==> src/rtl/instr_fetch_seq_pkg.sv <==
//------------------------------------------------------------------------------
// instr_fetch_seq_pkg : shared branch encodings, opcodes and fetch FSM states
// Rev 1.0
//------------------------------------------------------------------------------
`default_nettype none

package instr_fetch_seq_pkg;

   // brhSel encodings from the control unit; bit 3 marks the branch class
   localparam logic [3:0] BR_B    = 4'b1000;
   localparam logic [3:0] BR_BR   = 4'b1001;
   localparam logic [3:0] BR_BLTZ = 4'b1010;
   localparam logic [3:0] BR_BZ   = 4'b1011;
   localparam logic [3:0] BR_BNZ  = 4'b1100;
   localparam logic [3:0] BR_BL   = 4'b1101;
   localparam logic [3:0] BR_BCY  = 4'b1110;
   localparam logic [3:0] BR_BNCY = 4'b1111;

   localparam int unsigned INSTR_W  = 32;
   localparam int unsigned OPCODE_W = 6;

   localparam logic [OPCODE_W-1:0] OP_ALU    = 6'h00;
   localparam logic [OPCODE_W-1:0] OP_BRANCH = 6'h04;

   typedef enum logic [1:0] {
      ST_BOOT  = 2'd0,
      ST_FETCH = 2'd1,
      ST_EXEC  = 2'd2
   } fetch_state_e;

endpackage

`default_nettype wire

==> src/rtl/instr_fetch_seq_if.sv <==
//------------------------------------------------------------------------------
// instr_fetch_seq_if : instruction memory req/ready fetch bus
// Rev 1.0
//------------------------------------------------------------------------------
`default_nettype none

interface instr_fetch_seq_if #(
   parameter int unsigned ADDR_W = 32
) ();
   import instr_fetch_seq_pkg::*;

   logic               imem_req;
   logic [ADDR_W-1:0]  imem_addr;
   logic               imem_ready;
   logic [INSTR_W-1:0] imem_rdata;

   modport master (
      output imem_req,
      output imem_addr,
      input  imem_ready,
      input  imem_rdata
   );

   modport slave (
      input  imem_req,
      input  imem_addr,
      output imem_ready,
      output imem_rdata
   );

endinterface

`default_nettype wire

==> src/rtl/instr_fetch_seq_branch_resolve.sv <==
//------------------------------------------------------------------------------
// instr_fetch_seq_branch_resolve : branch condition and next-PC computation
// Rev 1.0
//------------------------------------------------------------------------------
`default_nettype none

module instr_fetch_seq_branch_resolve
   import instr_fetch_seq_pkg::*;
#(
   parameter int unsigned ADDR_W = 32
) (
   input  wire logic [ADDR_W-1:0]  pc,
   input  wire logic [25:0]        ofs_field,
   input  wire logic [3:0]         brh_sel,
   input  wire logic               jump_addr,
   input  wire logic               lbl_sel,
   input  wire logic [INSTR_W-1:0] rs_data,
   input  wire logic               carry,
   output logic                    br_take,
   output logic [ADDR_W-1:0]       pc_link,
   output logic [ADDR_W-1:0]       next_pc
);

   logic [ADDR_W-1:0] ofs_ext;
   logic [ADDR_W-1:0] rel_target;
   logic [ADDR_W-1:0] raw_target;

   assign pc_link = pc + ADDR_W'(4);

   always_comb begin
      br_take = 1'b0;
      case (brh_sel)
         BR_B, BR_BR, BR_BL: br_take = 1'b1;
         BR_BLTZ:            br_take = rs_data[INSTR_W-1];
         BR_BZ:              br_take = (rs_data == '0);
         BR_BNZ:             br_take = (rs_data != '0);
         BR_BCY:             br_take = carry;
         BR_BNCY:            br_take = ~carry;
         default:            br_take = 1'b0;
      endcase
   end

   // Offset is a signed word count; short form uses only instr[20:0]
   always_comb begin
      if (lbl_sel) begin
         ofs_ext = {{(ADDR_W-21){ofs_field[20]}}, ofs_field[20:0]};
      end else begin
         ofs_ext = {{(ADDR_W-26){ofs_field[25]}}, ofs_field};
      end
      rel_target = pc_link + (ofs_ext << 2);
      raw_target = jump_addr ? ADDR_W'(rs_data) : rel_target;
      next_pc    = br_take ? {raw_target[ADDR_W-1:2], 2'b00} : pc_link;
   end

endmodule

`default_nettype wire

==> src/rtl/instr_fetch_seq.sv <==
//------------------------------------------------------------------------------
// instr_fetch_seq : PC owner and fetch/exec sequencer, one instruction in flight
// Rev 1.0
//------------------------------------------------------------------------------
`default_nettype none

module instr_fetch_seq
   import instr_fetch_seq_pkg::*;
#(
   parameter int unsigned       ADDR_W   = 32,
   parameter logic [ADDR_W-1:0] RESET_PC = '0
) (
   input  wire logic                clk,
   input  wire logic                rst_n,
   input  wire logic                stall,
   instr_fetch_seq_if.master        imem,
   output logic [INSTR_W-1:0]       instr,
   output logic [OPCODE_W-1:0]      opcode,
   output logic                     instr_valid,
   output logic [ADDR_W-1:0]        pc,
   output logic [ADDR_W-1:0]        pc_link,
   input  wire logic [3:0]          brhSel,
   input  wire logic                jumpAddr,
   input  wire logic                lblSel,
   input  wire logic [INSTR_W-1:0]  rsData,
   input  wire logic                aluCarry,
   input  wire logic                aluCarryWe,
   output logic                     taken
);

   fetch_state_e         state_q, state_d;
   logic [ADDR_W-1:0]    pc_q, pc_d;
   logic [INSTR_W-1:0]   instr_q, instr_d;
   logic                 carry_q, carry_d;
   logic                 retire;
   logic                 br_take;
   logic [ADDR_W-1:0]    next_pc;

   instr_fetch_seq_branch_resolve #(
      .ADDR_W (ADDR_W)
   ) u_branch_resolve (
      .pc        (pc_q),
      .ofs_field (instr_q[25:0]),
      .brh_sel   (brhSel),
      .jump_addr (jumpAddr),
      .lbl_sel   (lblSel),
      .rs_data   (rsData),
      .carry     (carry_q),
      .br_take   (br_take),
      .pc_link   (pc_link),
      .next_pc   (next_pc)
   );

   always_ff @(posedge clk or negedge rst_n) begin
      if (!rst_n) begin
         state_q <= ST_BOOT;
         pc_q    <= RESET_PC;
         instr_q <= '0;
         carry_q <= 1'b0;
      end else begin
         state_q <= state_d;
         pc_q    <= pc_d;
         instr_q <= instr_d;
         carry_q <= carry_d;
      end
   end

   // Carry tracks the ALU independently of the FSM; branches see the pre-edge value
   always_comb begin
      state_d = state_q;
      pc_d    = pc_q;
      instr_d = instr_q;
      retire  = 1'b0;
      carry_d = aluCarryWe ? aluCarry : carry_q;
      case (state_q)
         ST_BOOT: begin
            state_d = ST_FETCH;
         end
         ST_FETCH: begin
            if (imem.imem_ready) begin
               instr_d = imem.imem_rdata;
               state_d = ST_EXEC;
            end
         end
         ST_EXEC: begin
            if (!stall) begin
               retire  = 1'b1;
               pc_d    = next_pc;
               state_d = ST_FETCH;
            end
         end
         default: begin
            state_d = ST_BOOT;
         end
      endcase
   end

   assign imem.imem_req  = (state_q == ST_FETCH);
   assign imem.imem_addr = pc_q;
   assign instr          = instr_q;
   assign opcode         = instr_q[INSTR_W-1:INSTR_W-OPCODE_W];
   assign instr_valid    = (state_q == ST_EXEC);
   assign pc             = pc_q;
   assign taken          = retire & br_take;

endmodule

`default_nettype wire
==> src/flat_wrapper.sv <==
// flat-port wrapper written by rule: the top's interface ports become plain ports
module instr_fetch_seq_flat import instr_fetch_seq_pkg::*;
#(
   parameter int unsigned       ADDR_W   = 32,
   parameter logic [ADDR_W-1:0] RESET_PC = '0
)
  (clk, rst_n, stall, instr, opcode, instr_valid, pc, pc_link, brhSel, jumpAddr, lblSel, rsData, aluCarry, aluCarryWe, taken, imem_imem_req, imem_imem_addr, imem_imem_ready, imem_imem_rdata);
  instr_fetch_seq_if #(.ADDR_W(ADDR_W)) imem_i ();
  input  wire logic clk;
  input  wire logic rst_n;
  input  wire logic stall;
  output logic [INSTR_W-1:0] instr;
  output logic [OPCODE_W-1:0] opcode;
  output logic instr_valid;
  output logic [ADDR_W-1:0] pc;
  output logic [ADDR_W-1:0] pc_link;
  input  wire logic [3:0] brhSel;
  input  wire logic jumpAddr;
  input  wire logic lblSel;
  input  wire logic [INSTR_W-1:0] rsData;
  input  wire logic aluCarry;
  input  wire logic aluCarryWe;
  output logic taken;
  output wire logic [$bits(imem_i.imem_req)-1:0] imem_imem_req;
  output wire logic [$bits(imem_i.imem_addr)-1:0] imem_imem_addr;
  input wire logic [$bits(imem_i.imem_ready)-1:0] imem_imem_ready;
  input wire logic [$bits(imem_i.imem_rdata)-1:0] imem_imem_rdata;
  assign imem_imem_req = imem_i.imem_req;
  assign imem_imem_addr = imem_i.imem_addr;
  assign imem_i.imem_ready = imem_imem_ready;
  assign imem_i.imem_rdata = imem_imem_rdata;
  instr_fetch_seq #(.ADDR_W(ADDR_W), .RESET_PC(RESET_PC)) u_core (.clk(clk), .rst_n(rst_n), .stall(stall), .imem(imem_i), .instr(instr), .opcode(opcode), .instr_valid(instr_valid), .pc(pc), .pc_link(pc_link), .brhSel(brhSel), .jumpAddr(jumpAddr), .lblSel(lblSel), .rsData(rsData), .aluCarry(aluCarry), .aluCarryWe(aluCarryWe), .taken(taken));
endmodule
==> config.mk <==
export PLATFORM = sky130hd
export DESIGN_NAME = instr_fetch_seq_flat
export DESIGN_NICKNAME = d
export VERILOG_FILES = /design/src/rtl/instr_fetch_seq_pkg.sv /design/src/rtl/instr_fetch_seq_if.sv /design/src/rtl/instr_fetch_seq_branch_resolve.sv /design/src/rtl/instr_fetch_seq.sv /design/src/flat_wrapper.sv
export SDC_FILE = /design/constraint.sdc
export NUM_CORES = 1
export LEC_CHECK = 0
export BUFFER_PORTS_ARGS = -buffer_cell sky130_fd_sc_hd__buf_4
export CAP_MARGIN = 0
export CORE_MARGIN = 5
export CORE_UTILIZATION = 51
export CTS_CLUSTER_DIAMETER = 200
export DETAILED_ROUTE_END_ITERATION = 10
export MAX_ROUTING_LAYER = met4
export PLACE_DENSITY_LB_ADDON = 0.1
export RECOVER_POWER = 50
export SLEW_MARGIN = 20
export SYNTH_ARGS = -nofsm -noshare
export SYNTH_HDL_FRONTEND = slang
export SYNTH_SLANG_ARGS = --single-unit
==> constraint.sdc <==
create_clock -name clk -period 4.3 [get_ports clk]
set_input_delay 0.645 -clock clk [delete_from_list [all_inputs] [get_ports clk]]
set_output_delay 0.645 -clock clk [all_outputs]
set_load 0.005 [all_outputs]
-- Word-level counts from Yosys, hierarchy flattened
Index checks and enable logic that the tools add are counted.
- bitwise logic cells: 3
- equality and inequality tests: 12
- mux-type cells: 9
- add/subtract/negate cells: 2
- reductions and logical operators: 7
- operators by type and width (cell ; count):
    $mux 32 ; 2
    $add 32x3->32 const B ; 1
    $add 32x32->32 ; 1
    $eq 4x4->1 const B ; 8
    $logic_not 32->1 ; 1
    $reduce_bool 32->1 ; 1
    $mux 30 ; 1
    $pmux 1 s6 ; 1
    $pmux 2 s3 ; 1
    $reduce_and 2->1 ; 3
    $mux 2 ; 2
    $reduce_or 3->1 ; 1
    $eq 2x1->1 const B ; 1
    $eq 2x2->1 const B ; 1
    $logic_not 2->1 ; 1
    $mux 1 ; 2
    $ne 2x1->1 const B ; 1
    $ne 2x2->1 const B ; 1
    $not 1->1 ; 2
    $and 1x1->1 ; 1
- bits in registers: 67
- bits of input ports: 76

-- Logic depth before layout (Yosys ltp)
Gate-level depths: netlist of run 1.
- depth in word-level cells: 4
- depth in mapped cells: 16
- mapped depth without buffers: 15

-- Cells and area by module
A second synthesis of run 1 with hierarchy kept.
- cell total of the unflattened synthesis: 627
- area total of the unflattened synthesis: 5835.6 µm²
- by module, submodules not included (module ; cells an instance ; sequential area each (µm²) ; times used ; area an instance (µm²)):
    instr_fetch_seq_branch_resolve ; 443 ; 0.0 ; 1 ; 2992.9
    instr_fetch_seq ; 184 ; 1676.6 ; 1 ; 2842.7

-- Least setup slack after synthesis of run 1
OpenSTA, ideal clock, no wires.
- kind: register to register
- from: register u_core.pc_q[2], in the netlist u_core.imem.imem_addr[2]
- to: register u_core.pc_q[29], in the netlist u_core.imem.imem_addr[29]
- setup slack: 0.591 ns
- library setup time: 0.150 ns
- period minus slack after synthesis: 3.709 ns
- stages on the path, launching flop included: 16
- buffers on the path: 1
- arrival time: 3.559 ns
- cell sequence: dfrtp_1 -> ha_1 -> and4_1 -> and3_1 -> clkbuf_1 -> xnor2_1 -> ha_1 -> a2111oi_0 -> o21ai_0 -> a32oi_1 -> a211o_1 -> a221oi_4 -> o2111a_2 -> o211a_1 -> o21ai_1 -> a41oi_1
- longest elaborated chain between the ends: 4
- ends and longest elaborated chain (item ; RTL line ; RTL):
    start, declared ; instr_fetch_seq.sv:32 ; logic [ADDR_W-1:0] pc_q, pc_d;
    start signal, assigned ; instr_fetch_seq.sv:62 ; pc_q <= pc_d;
    $add 32x3->32 ; instr_fetch_seq_branch_resolve.sv:28 ; assign pc_link = pc + ADDR_W'(4);
    net pc_link[12] ; flat_wrapper.sv:16 ; output logic [ADDR_W-1:0] pc_link;
    $add 32x32->32 ; instr_fetch_seq_branch_resolve.sv:50 ; rel_target = pc_link + (ofs_ext << 2);
    $mux 32 ; instr_fetch_seq_branch_resolve.sv:51 ; raw_target = jump_addr ? ADDR_W'(rs_data) : rel_target;
    $mux 32 ; instr_fetch_seq_branch_resolve.sv:52 ; next_pc = br_take ? {raw_target[ADDR_W-1:2], 2'b00} : pc_link;
The timed path passes the listed nets, and every way through them passes these cells.
A chain may end at the register's enable or synchronous reset.

-- Worst setup path after layout of run 1
- from: register u_core.pc_q[2], in the netlist u_core.imem.imem_addr[2]
- to: register u_core.pc_q[28], in the netlist u_core.imem.imem_addr[28]
- longest elaborated chain between the ends: 4
- ends and longest elaborated chain (item ; RTL line):
    $add 32x3->32 * ; instr_fetch_seq_branch_resolve.sv:28
    $add 32x32->32 ; instr_fetch_seq_branch_resolve.sv:50
    $mux 32 ; instr_fetch_seq_branch_resolve.sv:51
    $mux 32 * ; instr_fetch_seq_branch_resolve.sv:52
Every way passes the cells marked *; elsewhere a longest branch is shown, timed or not.

==> results of run 1 <==
[how the worst min path moves through the flow]
| stage | slack (ps) | end |
|---|---|---|
| floorplan | 350 | u_core.carry_q |
| global placement | 510 | u_core.carry_q |
| detailed placement | 520 | u_core.carry_q |
| CTS | 470 | u_core.imem.imem_addr[29] |
| global route | 530 | u_core.instr[5] |
| finish | 530 | u_core.instr[26] |
[cells in the final DEF, fill, tap and decap left out, types with 3 or more instances in the layout]
master and n:
o21a_1 6, nand3_1 17, clkbuf_4 29, nor2b_1 3
and4_1 5, a2111oi_0 3, xor2_1 20, nand4_1 10
ha_1 32, mux2i_1 9, a31oi_1 7, o21ai_0 60
and3_1 5, nand2b_1 8, o31ai_1 4, and2_1 3
inv_1 24, o22ai_1 3, buf_4 185, conb_1 6
nor2_1 29, a311oi_1 3, a21oi_1 41, nor4_1 10
mux2_2 35, clkbuf_16 9, nand2_1 72, nor3_1 14
or3_1 6, a211oi_1 5, a21o_1 12, clkbuf_1 5
clkinv_2 3, xnor2_1 29, o211ai_1 13, a32oi_1 3
dfrtp_1 65
[layout make-up]
class                   instances  area, um2  share of cell area [%]
well taps                     143      178.9                   2.389
repair buffers                218       1623                   21.66
clock inverters                 4      45.04                  0.6013
clock buffers                  11      232.7                   3.107
multi-input cells             523       3695                   49.32
flip-flops and latches         65       1627                   21.71
inverters                      24      90.09                   1.203
[worst max-delay path: stages (launching register included)]
cell and delay, ps:
dfrtp_1 440, ha_2 250, and4_2 280, and3_2 270, xnor2_1 170, ha_1 390
and3_1 210, nand2_1 80, or3_1 360, o22ai_1 320, a2111oi_0 180, a211oi_1 420
a311oi_1 180, xor2_1 180, a221oi_1 240
[stage by stage]
step           power [mW]  hold WS (ps)  worst slack (ps)  std cells  cell area [um2]
2_1_floorplan       4.003         349.4             591.2        683             5812
3_3_place_gp        5.399         511.5             331.4        973             7207
3_5_place_dp        5.474         520.9             198.8        973             7207
4_1_cts             6.240         470.5             147.5        988             7485
5_1_grt             6.760         532.4             1.584        988             7491
6_report            6.235         529.0             229.0        988             7491
[metal layers]
metal | track usage (%) | vias to the layer above | share of wire, %
met2 | 47.94 | 210 | 50
li1 | - | 2754 | -
met4 | 9.404 | 0 | 2.3
met1 | 35.01 | 2804 | 41
met5 | - | - | 0
met3 | 5.440 | 33 | 6.9
[kinds of logic after synthesis]
family / after synthesis / synth area share (%)
muxes: 45 / 8.553
AOI/OAI and AO/OA: 186 / 20.69
other: 1 / 0.06473
xor gates and xnor gates: 52 / 8.467
and+or+nand+nor: 199 / 17.52
adders and majority gates: 35 / 7.646
buffers and inverters: 95 / 8.985
DFF: 65 / 28.08
[registers in the layout (all words and copies together), names as in the netlist]
name / count
u_core.imem.imem_addr: 30
u_core.instr: 32
u_core.state_q: 2
u_core.carry_q: 1
[repair_timing]
item / CTS / global route
endpoints found under the setup margin: 0 / 7
gates resized for setup: 0 / 7
hold buffers: 0 / 0
[where the power goes]
part           internal [mW]  leakage (nW)  total [mW]  switching, mW
clock network          0.443         0.139       0.725          0.282
logic                   2.07          2.66        4.16           2.09
registers              0.908         0.781        1.35          0.445
==> qor.csv, run 1 <==
metric;value;unit
yosysMostFrequentCell;nand2_1;
yosysWarnings;0;
ir_drop;471.5;uV
tightest_slew;1831;ps
status;finished, violations left;
async_reset_ff_share;100.0;%
clockBufferDepth;2;
slew_violations;100;
grt_pass1_wl;29730;um
wl;19020;um
ant_nets;0;
critical_path_class;flop to flop;
worstReg2RegEnd;u_core.imem.imem_addr[28];
final_util;66.46;%
hpwl;14440;um
worst_clock_skew;6.866;ps
synth.area.top_cells;dfrtp_1 28%, ha_1 7.1%, mux2_2 7.0%;
clk_pin_slew;60;ps
synth_flop_cell;dfrtp_1;
p_leak;3.582;nW
power.density;832.4;nW/um2
setup_violations;0;
ys_types;68;
hold_class;flop to flop;
fin_crit;4071;ps
cts_root_buffer;clkbuf_16;
tns;0;ps
ios;213;
violations;capacitance limit, slew limit;
cts_buffers;9;
htree_levels;3;
antenna_cells;0;
drc;0;
via_per_inst;5.871;
timing.rr.start;u_core.imem.imem_addr[2];
critical_path_required;4530;ps
grt_pass1_vias;5820;
worst-path-max-fanout;6;
cts.sinks;65;
crit_path_end_kind;flop;
initial_core_util;51.39;%
start_kind;flop;
core-area;11270;um2
grt-ovfl-total;0;
layout-drive-gt1-share;33.61;%
syn_area;5793;um2
die-area;13590;um2
wl_per_cell;19.25;um
clk_latency;340;ps
worstRegToRegCells;14;
reg2reg_slack;230;ps
synth_top_area_share;28.08;%
cap_violations;2;
first_pass_iters;5;
arrival;4310;ps
synthCells;678;
ys_ff_latch;65;
worstHoldStart;u_core.instr[26];
fin_nets;951;
synth-edff-count;0;
vias;5801;
port_buffers;206;
place_congestion;0.8856;
fin_crit_sh;94.67;%
grt_max_degree;66;
relSlewSlack;-22.05;%
synthToLayoutAreaGrowth;29.31;%
max_clock_freq;245.6;MHz
die_h;116.6;um
finalHoldViolations;0;
synth_common_cells;72 x nand2_1, 65 x dfrtp_1, 60 x o21ai_0;
min_path_cells;1;
worstSetupStartpoint;u_core.imem.imem_addr[2];
n_fill_cell;981;
synth_top_area_cell;dfrtp_1;
cts_setup_buffers;0;
antenna_found_initial;0;
gr-usage-all-layers;28.68;%
rsz0062_at_grt;no;
syn_area_per_cell;8.544;um2
critPathCapture;u_core.imem.imem_addr[28];
rows;39;
cts_tree;built;
yosysSeqAreaShare;28.08;%
drtIter0Drc;392;
die_width;116.6;um
No activity file was read; power rests on OpenSTA's default activity.
==> inputs of run 2 (changes only) <==
--- a/config.mk
+++ b/config.mk
@@ -8,8 +8,9 @@
 export BUFFER_PORTS_ARGS = -buffer_cell sky130_fd_sc_hd__buf_4
 export CAP_MARGIN = 0
 export CORE_MARGIN = 5
-export CORE_UTILIZATION = 51
+export CORE_UTILIZATION = 37
 export CTS_CLUSTER_DIAMETER = 200
+export CTS_CLUSTER_SIZE = 40
 export DETAILED_ROUTE_END_ITERATION = 10
 export MAX_ROUTING_LAYER = met4
 export PLACE_DENSITY_LB_ADDON = 0.1
==> run 2 against run 1 <==
The run still ends with capacitance limit, slew limit left. Register-to-register slack lost 50 ps. Sequential cell count unchanged. Final cell count increased by 8.1%. Worst hold slack got worse by 7.1 ps. Critical endpoint is now u_core.imem.imem_addr[31]. Worst setup slack worse by 51 ps. Global-route usage down 5.8 points. Combinational power is 3% higher. Clock power increased by 9.1%. Via count fell by 0.43%. Largest power group unchanged. Count of clock-buffer cells in the layout is 2 higher. Critical path depth increased by 1.
==> qor.csv, run 2 (synthesized netlist as in run 1, its figures left out) <==
metric;value;unit
ios;213;
min_to;u_core.state_q[0];
finalNonFillerCells;1068;
cts.sinks;65;
numPlacedInstances;1053;
worst_clock_skew;8.537;ps
final_common_cell;buf_4;
wl;20810;um
crit_path_end_kind;flop;
cts_buffers;9;
slew_violations;66;
critical_path_class;flop to flop;
drc;0;
p_leak;3.654;nW
vias;5776;
hpwl;16200;um
grt_pass1_vias;5711;
rows;45;
htree_levels;3;
die_width;135.1;um
final_util;50.45;%
ir_drop;310.2;uV
cts_tree;built;
fin_crit;4122;ps
grt_pass1_wl;31580;um
first_pass_iters;5;
initial_core_util;37.97;%
timing.rr.start;u_core.imem.imem_addr[3];
ant_nets;0;
worst_slack;177.9;ps
worstRegToRegCells;15;
port_buffers;206;
clockBufferDepth;2;
fin_crit_sh;95.86;%
power.density;828.6;nW/um2
place_congestion;0.9129;
largest_reg_flops;32;
die-area;18260;um2
critical_path_required;4540;ps
clk_latency;340;ps
cts_root_buffer;clkbuf_16;
relSlewSlack;-19.52;%
worstReg2RegEnd;u_core.imem.imem_addr[31];
reg2reg_slack;180;ps
totalPowerFinal;6.378;mW
status;finished, violations left;
start_kind;flop;
synthToLayoutAreaGrowth;32.87;%
finalHoldViolations;0;
core-area;15260;um2
grt_max_degree;66;
hold_class;input port to flop;
max_clock_freq;242.6;MHz
detailedPlace.worstSlack;145.0;ps
via_per_inst;5.408;
tightest_slew;1793;ps
fin_nets;963;
violations;capacitance limit, slew limit;
wl_per_cell;19.49;um
worst-path-max-fanout;5;
layout-drive-gt1-share;34.66;%
arrival;4370;ps
grt-ovfl-total;0;
cap_violations;1;
antenna_cells;0;
cts_hold_buf;0;
worstHoldStart;stall;
drtIter0Drc;302;
min_path_cells;2;
clk_pin_slew;60;ps
setup_violations;0;
mostFrequentLayoutCells;185 x buf_4, 72 x nand2_1, 64 x dfrtp_1;
antenna_found_initial;1;
die_h;135.1;um
gr-usage-all-layers;22.84;%
==> run 2: changes by cell type in the layout (fill, tap and decap cells not counted), sizes merged <==
cell / previous run / this run
clkbuf: 44 / 58
clkinv: 3 / 1
==> run 2: worst max-delay path by stage <==
stage / start / endpoint / slack, ps / depth (start not counted)
3_5_place_dp: u_core.imem.imem_addr[2] / u_core.imem.imem_addr[31] / 140 / 15
2_1_floorplan: u_core.imem.imem_addr[2] / u_core.imem.imem_addr[29] / 590 / 15
5_1_grt: u_core.imem.imem_addr[3] / u_core.imem.imem_addr[31] / -10 / 15
4_1_cts: u_core.imem.imem_addr[2] / u_core.imem.imem_addr[31] / 100 / 15
6_report: u_core.imem.imem_addr[3] / u_core.imem.imem_addr[31] / 180 / 15
3_3_place_gp: u_core.imem.imem_addr[2] / u_core.imem.imem_addr[31] / 250 / 15
==> run 2: per-stage QoR <==
stage / hold WS [ps] / setup TNS [ps] / area, um2
detailed placement: 519.1 / 0 / 7382
finish: 521.9 / 0 / 7697
global placement: 516.6 / 0 / 7382
global route: 514.8 / -19.42 / 7697
floorplan: 349.4 / 0 / 5812
CTS: 466.9 / 0 / 7697
==> run 2: timing repair <==
item	4_1_cts	5_1_grt
setup endpoints to repair	0	8
setup buffers	0	0
resized for setup	0	6
==> run 2: critical path, cell delays in order, from the launching register on <==
cell and delay (ps):
dfrtp_1 420, ha_2 260, and4_2 310, and3_2 270
nand3_1 110, xnor2_1 180, ha_1 360, nand2_1 70
nor3_1 280, nand4_1 220, a211o_1 410, a221oi_4 370
o2111a_2 290, o21ai_2 80, nor2b_4 130, o311ai_2 250
==> run 2: per-layer routing <==
layer / vias to the layer above / track usage [%] / wire (um)
met2: 191 / 37.42 / 10140
met3: 26 / 4.098 / 1078
met5: - / - / 0
met4: 0 / 6.719 / 442
li1: 2779 / - / -
met1: 2780 / 28.94 / 9149
==> run 2: power breakdown <==
| group | internal [mW] | leakage (nW) | switching, mW |
|---|---|---|---|
| combinational | 2.12 | 2.72 | 2.15 |
| clock | 0.508 | 0.158 | 0.283 |
| sequential | 0.909 | 0.780 | 0.407 |
| total | 3.54 | 3.65 | 2.84 |
==> run 2: cell type report <==
cell class / count / area (um2)
well taps: 211 / 264.0
inverters: 24 / 90.09
fillers: 1514 / 7561
multi-input cells: 523 / 3687
clock inverters: 2 / 35.03
flip-flops and latches: 65 / 1628
clock buffers: 13 / 280.3
repair buffers: 230 / 1713
